==> src/rtl/rtt_ts_insert_pkg.sv <==
// Shared definitions for the RTT timestamp insert block and its stats-side peer:
// IOQ header field positions, read-side state encoding and the timestamp word layout.
package rtt_ts_insert_pkg;

    localparam int IOQ_BYTE_LEN_POS = 0;
    localparam int IOQ_WORD_LEN_POS = 48;
    localparam logic [7:0] IO_QUEUE_STAGE_NUM = 8'hff;

    typedef enum logic [2:0] {
        WAIT_HDR  = 3'b001,
        INSERT_TS = 3'b010,
        THRU      = 3'b100
    } rd_state_t;

    typedef enum logic [0:0] {
        TRK_IDLE = 1'b0,
        TRK_BODY = 1'b1
    } trk_state_t;

    typedef struct packed {
        logic [31:0] rsvd;
        logic [31:0] ts;
    } ts_word_t;

    // The stats block subtracts exactly these amounts, so both adds wrap mod 2^16.
    function automatic logic [63:0] ioq_hdr_grow(input logic [63:0] hdr);
        logic [63:0] grown;
        grown = hdr;
        grown[IOQ_BYTE_LEN_POS +: 16] = hdr[IOQ_BYTE_LEN_POS +: 16] + 16'd8;
        grown[IOQ_WORD_LEN_POS +: 16] = hdr[IOQ_WORD_LEN_POS +: 16] + 16'd1;
        return grown;
    endfunction

    function automatic logic [63:0] make_ts_word(input logic [31:0] ts);
        ts_word_t word;
        word.rsvd = 32'h0000_0000;
        word.ts   = ts;
        return word;
    endfunction

endpackage

==> src/rtl/rtt_ts_insert_if.sv <==
// Packet bus between pipeline stages: data/ctrl words with a write strobe and a
// ready signal flowing back from the receiver.
interface rtt_ts_insert_if #(
    parameter int DATA_WIDTH = 64,
    parameter int CTRL_WIDTH = DATA_WIDTH / 8
);
    logic [DATA_WIDTH-1:0] data;
    logic [CTRL_WIDTH-1:0] ctrl;
    logic                  wr;
    logic                  rdy;

    modport master (output data, output ctrl, output wr, input rdy);
    modport slave  (input data, input ctrl, input wr, output rdy);
endinterface

==> src/rtl/fallthrough_small_fifo.sv <==
// Small first-word-fall-through FIFO: the head entry is visible on dout whenever
// empty is low, and rd_en consumes it. Synchronous active-high reset.
module fallthrough_small_fifo #(
    parameter int WIDTH          = 72,
    parameter int MAX_DEPTH_BITS = 2
) (
    input  logic             clk,
    input  logic             reset,
    input  logic [WIDTH-1:0] din,
    input  logic             wr_en,
    input  logic             rd_en,
    output logic [WIDTH-1:0] dout,
    output logic             nearly_full,
    output logic             empty
);
    localparam int DEPTH = 1 << MAX_DEPTH_BITS;
    localparam logic [MAX_DEPTH_BITS:0] NF_LEVEL = (MAX_DEPTH_BITS + 1)'(DEPTH - 1);

    logic [WIDTH-1:0]          mem_r [0:DEPTH-1];
    logic [MAX_DEPTH_BITS-1:0] wr_ptr_r;
    logic [MAX_DEPTH_BITS-1:0] rd_ptr_r;
    logic [MAX_DEPTH_BITS:0]   depth_r;

    // Storage array, written at the tail pointer.
    always_ff @(posedge clk) begin
        if (wr_en) begin
            mem_r[wr_ptr_r] <= din;
        end
    end

    // Pointer and occupancy bookkeeping.
    always_ff @(posedge clk) begin
        if (reset) begin
            wr_ptr_r <= '0;
            rd_ptr_r <= '0;
            depth_r  <= '0;
        end else begin
            if (wr_en) begin
                wr_ptr_r <= wr_ptr_r + 1'b1;
            end
            if (rd_en) begin
                rd_ptr_r <= rd_ptr_r + 1'b1;
            end
            case ({wr_en, rd_en})
                2'b10:   depth_r <= depth_r + 1'b1;
                2'b01:   depth_r <= depth_r - 1'b1;
                default: depth_r <= depth_r;
            endcase
        end
    end

    assign dout        = mem_r[rd_ptr_r];
    assign empty       = (depth_r == '0);
    assign nearly_full = (depth_r >= NF_LEVEL);

endmodule

==> src/rtl/rtt_ts_insert_chk.sv <==
// Simulation checks on the insert block's internal invariants.
module rtt_ts_insert_chk
    import rtt_ts_insert_pkg::*;
(
    input logic       clk,
    input logic       reset,
    input rd_state_t  state,
    input logic       ts_empty,
    input logic       hdr_pop,
    input logic [7:0] hdr_ctrl
);
    // Every queued header owns a timestamp, so one must be waiting when we insert.
    ts_present_a: assert property (@(posedge clk) disable iff (!reset)
        (state == INSERT_TS) |-> !ts_empty);

    hdr_is_ioq_a: assert property (@(posedge clk) disable iff (!reset)
        hdr_pop |-> (hdr_ctrl == IO_QUEUE_STAGE_NUM));
endmodule

==> src/rtl/rtt_ts_insert.sv <==
// Transmit-side RTT stamping: records the ingress time of each packet header and
// inserts it as a 64-bit word right after the IOQ header, growing the lengths.
module rtt_ts_insert
    import rtt_ts_insert_pkg::*;
#(
    parameter int                    DATA_WIDTH      = 64,
    parameter int                    CTRL_WIDTH      = DATA_WIDTH / 8,
    parameter logic [CTRL_WIDTH-1:0] TS_CTRL         = 8'h00,
    parameter int                    FIFO_DEPTH_BITS = 2
) (
    input  logic                 clk,
    input  logic                 reset,
    rtt_ts_insert_if.slave       in_bus,
    rtt_ts_insert_if.master      out_bus,
    input  logic [31:0]          timestamp,
    input  logic                 enable,
    output logic [31:0]          pkt_count
);
    trk_state_t trk_r;
    rd_state_t  state_r;

    logic                  fifo_srst_s;
    logic                  ts_wr_s;
    logic                  in_rd_s;
    logic                  ts_rd_s;
    logic                  in_nf_s;
    logic                  in_empty_s;
    logic                  ts_nf_s;
    logic                  ts_empty_s;
    logic [31:0]           ts_head_s;
    logic [CTRL_WIDTH+DATA_WIDTH-1:0] in_head_s;
    logic [CTRL_WIDTH-1:0] head_ctrl_s;
    logic [DATA_WIDTH-1:0] head_data_s;

    logic                  out_wr_r;
    logic [DATA_WIDTH-1:0] out_data_r;
    logic [CTRL_WIDTH-1:0] out_ctrl_r;
    logic [31:0]           pkt_count_r;

    assign fifo_srst_s = !reset;
    // The first word of each packet is the header; its arrival time is the stamp.
    assign ts_wr_s     = in_bus.wr && (trk_r == TRK_IDLE);
    assign head_ctrl_s = in_head_s[DATA_WIDTH +: CTRL_WIDTH];
    assign head_data_s = in_head_s[DATA_WIDTH-1:0];
    assign in_bus.rdy  = !in_nf_s && !ts_nf_s;

    fallthrough_small_fifo #(
        .WIDTH          (CTRL_WIDTH + DATA_WIDTH),
        .MAX_DEPTH_BITS (FIFO_DEPTH_BITS)
    ) u_in_fifo (
        .clk         (clk),
        .reset       (fifo_srst_s),
        .din         ({in_bus.ctrl, in_bus.data}),
        .wr_en       (in_bus.wr),
        .rd_en       (in_rd_s),
        .dout        (in_head_s),
        .nearly_full (in_nf_s),
        .empty       (in_empty_s)
    );

    fallthrough_small_fifo #(
        .WIDTH          (32),
        .MAX_DEPTH_BITS (FIFO_DEPTH_BITS)
    ) u_ts_fifo (
        .clk         (clk),
        .reset       (fifo_srst_s),
        .din         (timestamp),
        .wr_en       (ts_wr_s),
        .rd_en       (ts_rd_s),
        .dout        (ts_head_s),
        .nearly_full (ts_nf_s),
        .empty       (ts_empty_s)
    );

    // Write-side packet tracker: finds header words by watching for EOP.
    always_ff @(posedge clk or negedge reset) begin
        if (!reset) begin
            trk_r <= TRK_IDLE;
        end else if (in_bus.wr) begin
            case (trk_r)
                TRK_IDLE: trk_r <= TRK_BODY;
                TRK_BODY: trk_r <= (|in_bus.ctrl) ? TRK_IDLE : TRK_BODY;
                default:  trk_r <= TRK_IDLE;
            endcase
        end else begin
            trk_r <= trk_r;
        end
    end

    // FIFO pops for the word the FSM registers on this edge.
    always_comb begin
        in_rd_s = 1'b0;
        ts_rd_s = 1'b0;
        case (state_r)
            WAIT_HDR: begin
                if (out_bus.rdy && !in_empty_s) begin
                    in_rd_s = 1'b1;
                    ts_rd_s = !enable;
                end else begin
                    in_rd_s = 1'b0;
                    ts_rd_s = 1'b0;
                end
            end
            INSERT_TS: begin
                if (out_bus.rdy && !ts_empty_s) begin
                    ts_rd_s = 1'b1;
                end else begin
                    ts_rd_s = 1'b0;
                end
            end
            THRU: begin
                if (out_bus.rdy && !in_empty_s) begin
                    in_rd_s = 1'b1;
                end else begin
                    in_rd_s = 1'b0;
                end
            end
            default: begin
                in_rd_s = 1'b0;
                ts_rd_s = 1'b0;
            end
        endcase
    end

    // Read-side FSM; enable only matters at WAIT_HDR, so it is fixed per packet.
    always_ff @(posedge clk or negedge reset) begin
        if (!reset) begin
            state_r     <= WAIT_HDR;
            out_wr_r    <= 1'b0;
            out_data_r  <= '0;
            out_ctrl_r  <= '0;
            pkt_count_r <= 32'd0;
        end else begin
            out_wr_r <= 1'b0;
            case (state_r)
                WAIT_HDR: begin
                    if (in_rd_s) begin
                        out_wr_r   <= 1'b1;
                        out_ctrl_r <= head_ctrl_s;
                        if (enable) begin
                            out_data_r <= ioq_hdr_grow(head_data_s);
                            state_r    <= INSERT_TS;
                        end else begin
                            out_data_r <= head_data_s;
                            state_r    <= THRU;
                        end
                    end
                end
                INSERT_TS: begin
                    if (ts_rd_s) begin
                        out_wr_r    <= 1'b1;
                        out_data_r  <= make_ts_word(ts_head_s);
                        out_ctrl_r  <= TS_CTRL;
                        pkt_count_r <= pkt_count_r + 32'd1;
                        state_r     <= THRU;
                    end
                end
                THRU: begin
                    if (in_rd_s) begin
                        out_wr_r   <= 1'b1;
                        out_data_r <= head_data_s;
                        out_ctrl_r <= head_ctrl_s;
                        if (|head_ctrl_s) begin
                            state_r <= WAIT_HDR;
                        end
                    end
                end
                default: state_r <= WAIT_HDR;
            endcase
        end
    end

    assign out_bus.wr   = out_wr_r;
    assign out_bus.data = out_data_r;
    assign out_bus.ctrl = out_ctrl_r;
    assign pkt_count    = pkt_count_r;

    rtt_ts_insert_chk u_chk (
        .clk      (clk),
        .reset    (reset),
        .state    (state_r),
        .ts_empty (ts_empty_s),
        .hdr_pop  ((state_r == WAIT_HDR) && in_rd_s),
        .hdr_ctrl (head_ctrl_s)
    );

endmodule

==> src/flat_wrapper.sv <==
// flat-port wrapper written by rule: the top's interface ports become plain ports
module rtt_ts_insert_flat import rtt_ts_insert_pkg::*;
#(
    parameter int                    DATA_WIDTH      = 64,
    parameter int                    CTRL_WIDTH      = DATA_WIDTH / 8,
    parameter logic [CTRL_WIDTH-1:0] TS_CTRL         = 8'h00,
    parameter int                    FIFO_DEPTH_BITS = 2
)
  (clk, reset, timestamp, enable, pkt_count, in_bus_data, in_bus_ctrl, in_bus_wr, in_bus_rdy, out_bus_data, out_bus_ctrl, out_bus_wr, out_bus_rdy);
  rtt_ts_insert_if #(.DATA_WIDTH(DATA_WIDTH), .CTRL_WIDTH(CTRL_WIDTH)) in_bus_i ();
  rtt_ts_insert_if #(.DATA_WIDTH(DATA_WIDTH), .CTRL_WIDTH(CTRL_WIDTH)) out_bus_i ();
  input  logic clk;
  input  logic reset;
  input  logic [31:0] timestamp;
  input  logic enable;
  output logic [31:0] pkt_count;
  input wire logic [$bits(in_bus_i.data)-1:0] in_bus_data;
  input wire logic [$bits(in_bus_i.ctrl)-1:0] in_bus_ctrl;
  input wire logic [$bits(in_bus_i.wr)-1:0] in_bus_wr;
  output wire logic [$bits(in_bus_i.rdy)-1:0] in_bus_rdy;
  output wire logic [$bits(out_bus_i.data)-1:0] out_bus_data;
  output wire logic [$bits(out_bus_i.ctrl)-1:0] out_bus_ctrl;
  output wire logic [$bits(out_bus_i.wr)-1:0] out_bus_wr;
  input wire logic [$bits(out_bus_i.rdy)-1:0] out_bus_rdy;
  assign in_bus_i.data = in_bus_data;
  assign in_bus_i.ctrl = in_bus_ctrl;
  assign in_bus_i.wr = in_bus_wr;
  assign in_bus_rdy = in_bus_i.rdy;
  assign out_bus_data = out_bus_i.data;
  assign out_bus_ctrl = out_bus_i.ctrl;
  assign out_bus_wr = out_bus_i.wr;
  assign out_bus_i.rdy = out_bus_rdy;
  rtt_ts_insert #(.DATA_WIDTH(DATA_WIDTH), .CTRL_WIDTH(CTRL_WIDTH), .TS_CTRL(TS_CTRL), .FIFO_DEPTH_BITS(FIFO_DEPTH_BITS)) u_core (.clk(clk), .reset(reset), .in_bus(in_bus_i), .out_bus(out_bus_i), .timestamp(timestamp), .enable(enable), .pkt_count(pkt_count));
endmodule
==> config.mk <==
export PLATFORM = sky130hd
export DESIGN_NAME = rtt_ts_insert_flat
export DESIGN_NICKNAME = d
export VERILOG_FILES = /design/src/rtl/rtt_ts_insert_pkg.sv /design/src/rtl/rtt_ts_insert_if.sv /design/src/rtl/fallthrough_small_fifo.sv /design/src/rtl/rtt_ts_insert_chk.sv /design/src/rtl/rtt_ts_insert.sv /design/src/flat_wrapper.sv
export SDC_FILE = /design/constraint.sdc
export NUM_CORES = 1
export LEC_CHECK = 0
export ABC_AREA = 1
export BUFFER_PORTS_ARGS = -buffer_cell sky130_fd_sc_hd__buf_4
export CAP_MARGIN = 20
export CORE_ASPECT_RATIO = 2
export CORE_MARGIN = 4
export CORE_UTILIZATION = 24
export CTS_CLUSTER_SIZE = 24
export DETAILED_ROUTE_END_ITERATION = 8
export PLACE_DENSITY = 0.47
export REMOVE_ABC_BUFFERS = 1
export SYNTH_ARGS = -nofsm -noshare
export SYNTH_HDL_FRONTEND = slang
export SYNTH_SLANG_ARGS = --single-unit
==> constraint.sdc <==
create_clock -name clk -period 3.5 [get_ports clk]
set_input_delay 0.7 -clock clk [delete_from_list [all_inputs] [get_ports clk]]
set_output_delay 0.7 -clock clk [all_outputs]
set_load 0.01 [all_outputs]
==> flow_metrics.env <==
export IMPL_initial_core_util_pct=24.2
export IMPL_slew_headroom_pct=36.3
export IMPL_cp_data_required_time_ns=4.00
export IMPL_worst_setup_path_category="register to register"
export IMPL_power_density_mw_per_mm2=673
export IMPL_timing_hold_violations_final=0
export IMPL_seq_area_mm2=0.0156
export IMPL_layout_drive_gt1_share_pct=16.6
export IMPL_critPathCaptureType="register"
export IMPL_crit_path_max_incr_delay_ns=0.56
export IMPL_avgViaCountPerCell=4.49
export IMPL_post_route_worst_setup_slack_ns=0.532
export IMPL_syn2layout_area_growth_pct=22.2
export IMPL_worst_hold_slack_ns=0.0656
export IMPL_max_capacitance_violation_count=0
export IMPL_syn_mean_instance_area_um2=11.7
export IMPL_dpl_hpwl_mm=43.7
export IMPL_final_min_period_over_clock_period_pct=84.8
export IMPL_outcome="finished clean"
export IMPL_drt_first_iter_violations=970
export IMPL_fmaxAchievable_mhz=337
export IMPL_final_period_minus_worst_setup_slack_ns=2.97
export IMPL_grt_first_pass_wirelength_mm=99.6
export IMPL_postRouteAntennaNets=0
export IMPL_cp_arrival_ns=3.47
export IMPL_cp_cell_sequence="inv_1, nor3_1, nor2_4, nor2_4, ha_1, inv_1, fa_1, a21oi_1, o21ai_0, o21ai_0, a21oi_1"
export IMPL_fp_dieH_um=438
export IMPL_drt_pass1_iter_count=5
export IMPL_final_util_pct=29.6
export IMPL_fill_cells=9230
export IMPL_worst_pin_slew_ns=0.955
export IMPL_finalMaxSlewViolations=0
export IMPL_wire_per_inst_um=20.2
export IMPL_multiInputGateArea_mm2=0.00587
export IMPL_worst_path_max_fanout=10
export IMPL_yosys_most_used_dff="edfxtp_1"
export IMPL_clkSlewWorstSetupHoldPaths_ns=0.06
export IMPL_cpMaxStageDelayCell="dfstp_2"
export IMPL_cts_root_to_sink_buffers=3
export IMPL_grt_max_degree=138
export IMPL_crit_family="simple AND/OR/NAND/NOR gates"
export IMPL_synthesis_yosys_warnings=0
export IMPL_postPlaceCellArea_mm2=0.0253
export IMPL_gp_congestion=0.812
export IMPL_clock_sinks=543
export IMPL_dp_slack_ns=0.492
export IMPL_ir_worst_vdd_uv=385
export IMPL_postSynthCellCount=1901
export IMPL_min_delay_path_class="primary input to async pin"
export IMPL_num_rows=157
export IMPL_path_buf_inv=2
export IMPL_yosys_register_bits=543
export IMPL_worstSetupStartpointType="register"
export IMPL_synthesis_area_mm2=0.0222
export IMPL_io_buf_count=214
export IMPL_postCtsResizedCells=0
export IMPL_vias=15100
export IMPL_io_pins=215
export IMPL_die_width_um=223
export IMPL_track_usage_pct=13.4
export IMPL_routed_wl_mm=67.7
export IMPL_drc_errors=0
export IMPL_finish_net_count=2236
export IMPL_synth_distinct_cells=45
export IMPL_core_area_mm2=0.0917
export IMPL_cts_htree_levels=2
export IMPL_grt_ovfl_total=0
export IMPL_fin_area_mm2=0.0271
export IMPL_ys_seq_area_share_pct=70.2
export IMPL_grt_setup_unrepaired="false"
export IMPL_worst_skew_late_latency_ns=0.63
export IMPL_first_global_vias=15600
export IMPL_cts_repair_timing_setup_buffer_count=0
export IMPL_synth_edf_count=416
export IMPL_leakage_uw=0.0103
export IMPL_most_frequent_cells_in_the_layout="edfxtp_1 (416), nand2_1 (356), buf_4 (238)"
export IMPL_tritoncts_num_buffers=53
export IMPL_holdBufCountCts=0
export IMPL_setup_viol=0
export IMPL_most_common_library_cell_in_the_layout_ignoring_fill_and_taps="edfxtp_1"
export IMPL_die_area_mm2=0.0977
export IMPL_clk_root_buffer_cell="clkbuf_16"
export IMPL_clock_skew_final_ns=0.0299
export IMPL_report_power_total_uw=18200
export IMPL_synthArstFlopShare_pct=20.1
export IMPL_grt_antenna_before_repair=6
export IMPL_cts_tree="yes"
[area by class of cell]
class                      count  area share, %
multi-input combinational   1162           21.6
inverter                     107           1.54
clock buffer                  74           5.48
antenna                        4         0.0369
sequential                   543           57.5
timing repair buffer         245           7.07
clock inverter                26           1.26
tap                         1192           5.50
[report_power, final]
group	switching (uW)	internal [uW]
logic	2670	1510
registers	435	7650
clock network	2550	3430
[through the flow]
step,instances,TNS (ns)
finish,3353,0
global route,3351,0
CTS,3349,0
detailed placement,3249,0
global placement,3249,0
floorplan,1812,-120.38
[synth_stat cells (4+ instances only)]
cell      count  area [um2]
o31ai_1       9        67.6
nor2_2        6        37.5
o21ai_0     202        1010
o221ai_1     19         166
edfxtp_1    416       12500
dfrtp_1     108        2700
nor3_1       22         110
nand2_1     356        1340
clkbuf_1     52         195
nor2_1      216         811
nor4_1        4        25.0
a22o_1       16         140
dfxtp_1      18         360
nand3_1     111         556
a21oi_1      36         180
buf_2        22         110
xnor2_1      11        96.3
a31oi_1       4        25.0
inv_2         4        15.0
nand4_1      15        93.8
o22a_1        8        70.1
o22ai_1      46         288
clkinv_1      4        15.0
ha_1         13         163
mux2i_1      19         190
buf_1         6        22.5
buf_4         9        67.6
xor2_1       21         184
a211oi_1      7        52.6
inv_1        99         372
nand3b_1      4        30.0
[cells by family (layout without fill, tap and decap cells)]
group,Yosys count,in the layout,synth area share (%)
AO/OA/AOI/OAI,353,353,9.23
XOR/XNOR,32,32,1.26
adder cells (fa/ha/maj),15,15,0.913
buffers and inverters,196,452,3.59
flip-flops,543,543,70.2
multiplexers,19,19,0.857
other,0,4,0
AND/OR/NAND/NOR,743,743,14.0
[path summary, 6_finish.rpt]
| kind | from | end | slack (ns) | depth (start not counted) |
|---|---|---|---|---|
| setup reg to reg | u_core.state_r[0] | u_core.u_in_fifo.depth_r[2] | 0.53 | 11 |
| hold reg to reg | u_core.u_in_fifo.rd_ptr_r[1] | register | 0.46 | 2 |
| min in group clk | timestamp[4] | u_core.u_ts_fifo.mem_r[1][4] | 0.27 | 1 |
| hold / removal | reset | u_core.pkt_count[22] | 0.07 | 1 |
| setup / recovery | u_core.state_r[0] | u_core.u_in_fifo.depth_r[2] | 0.53 | 11 |
| max in group asynchronous | reset | u_core.state_r[0] | 2.46 | 2 |
[layer usage]
| metal | global-route usage [%] | share of wire [%] |
|---|---|---|
| met1 | 14.8 | 38 |
| met5 | 0 | 0.071 |
| met3 | 2.67 | 5.2 |
| met2 | 25.6 | 54 |
| met4 | 4.35 | 3.0 |
[flip-flops by register name, indices dropped and copies added, names as in the netlist, named ones only]
signal,count
u_core.u_in_fifo.mem_r,288
u_core.out_bus.ctrl,8
u_core.u_ts_fifo.mem_r,128
u_core.trk_r,1
u_core.pkt_count,32
u_core.u_in_fifo.wr_ptr_r,2
u_core.u_in_fifo.rd_ptr_r,2
u_core.u_ts_fifo.rd_ptr_r,2
u_core.out_bus.wr,1
u_core.u_ts_fifo.depth_r,3
u_core.u_in_fifo.depth_r,3
u_core.u_ts_fifo.wr_ptr_r,2
u_core.state_r,3
u_core.out_bus.data,64
Power figures use the tool's default switching activity.
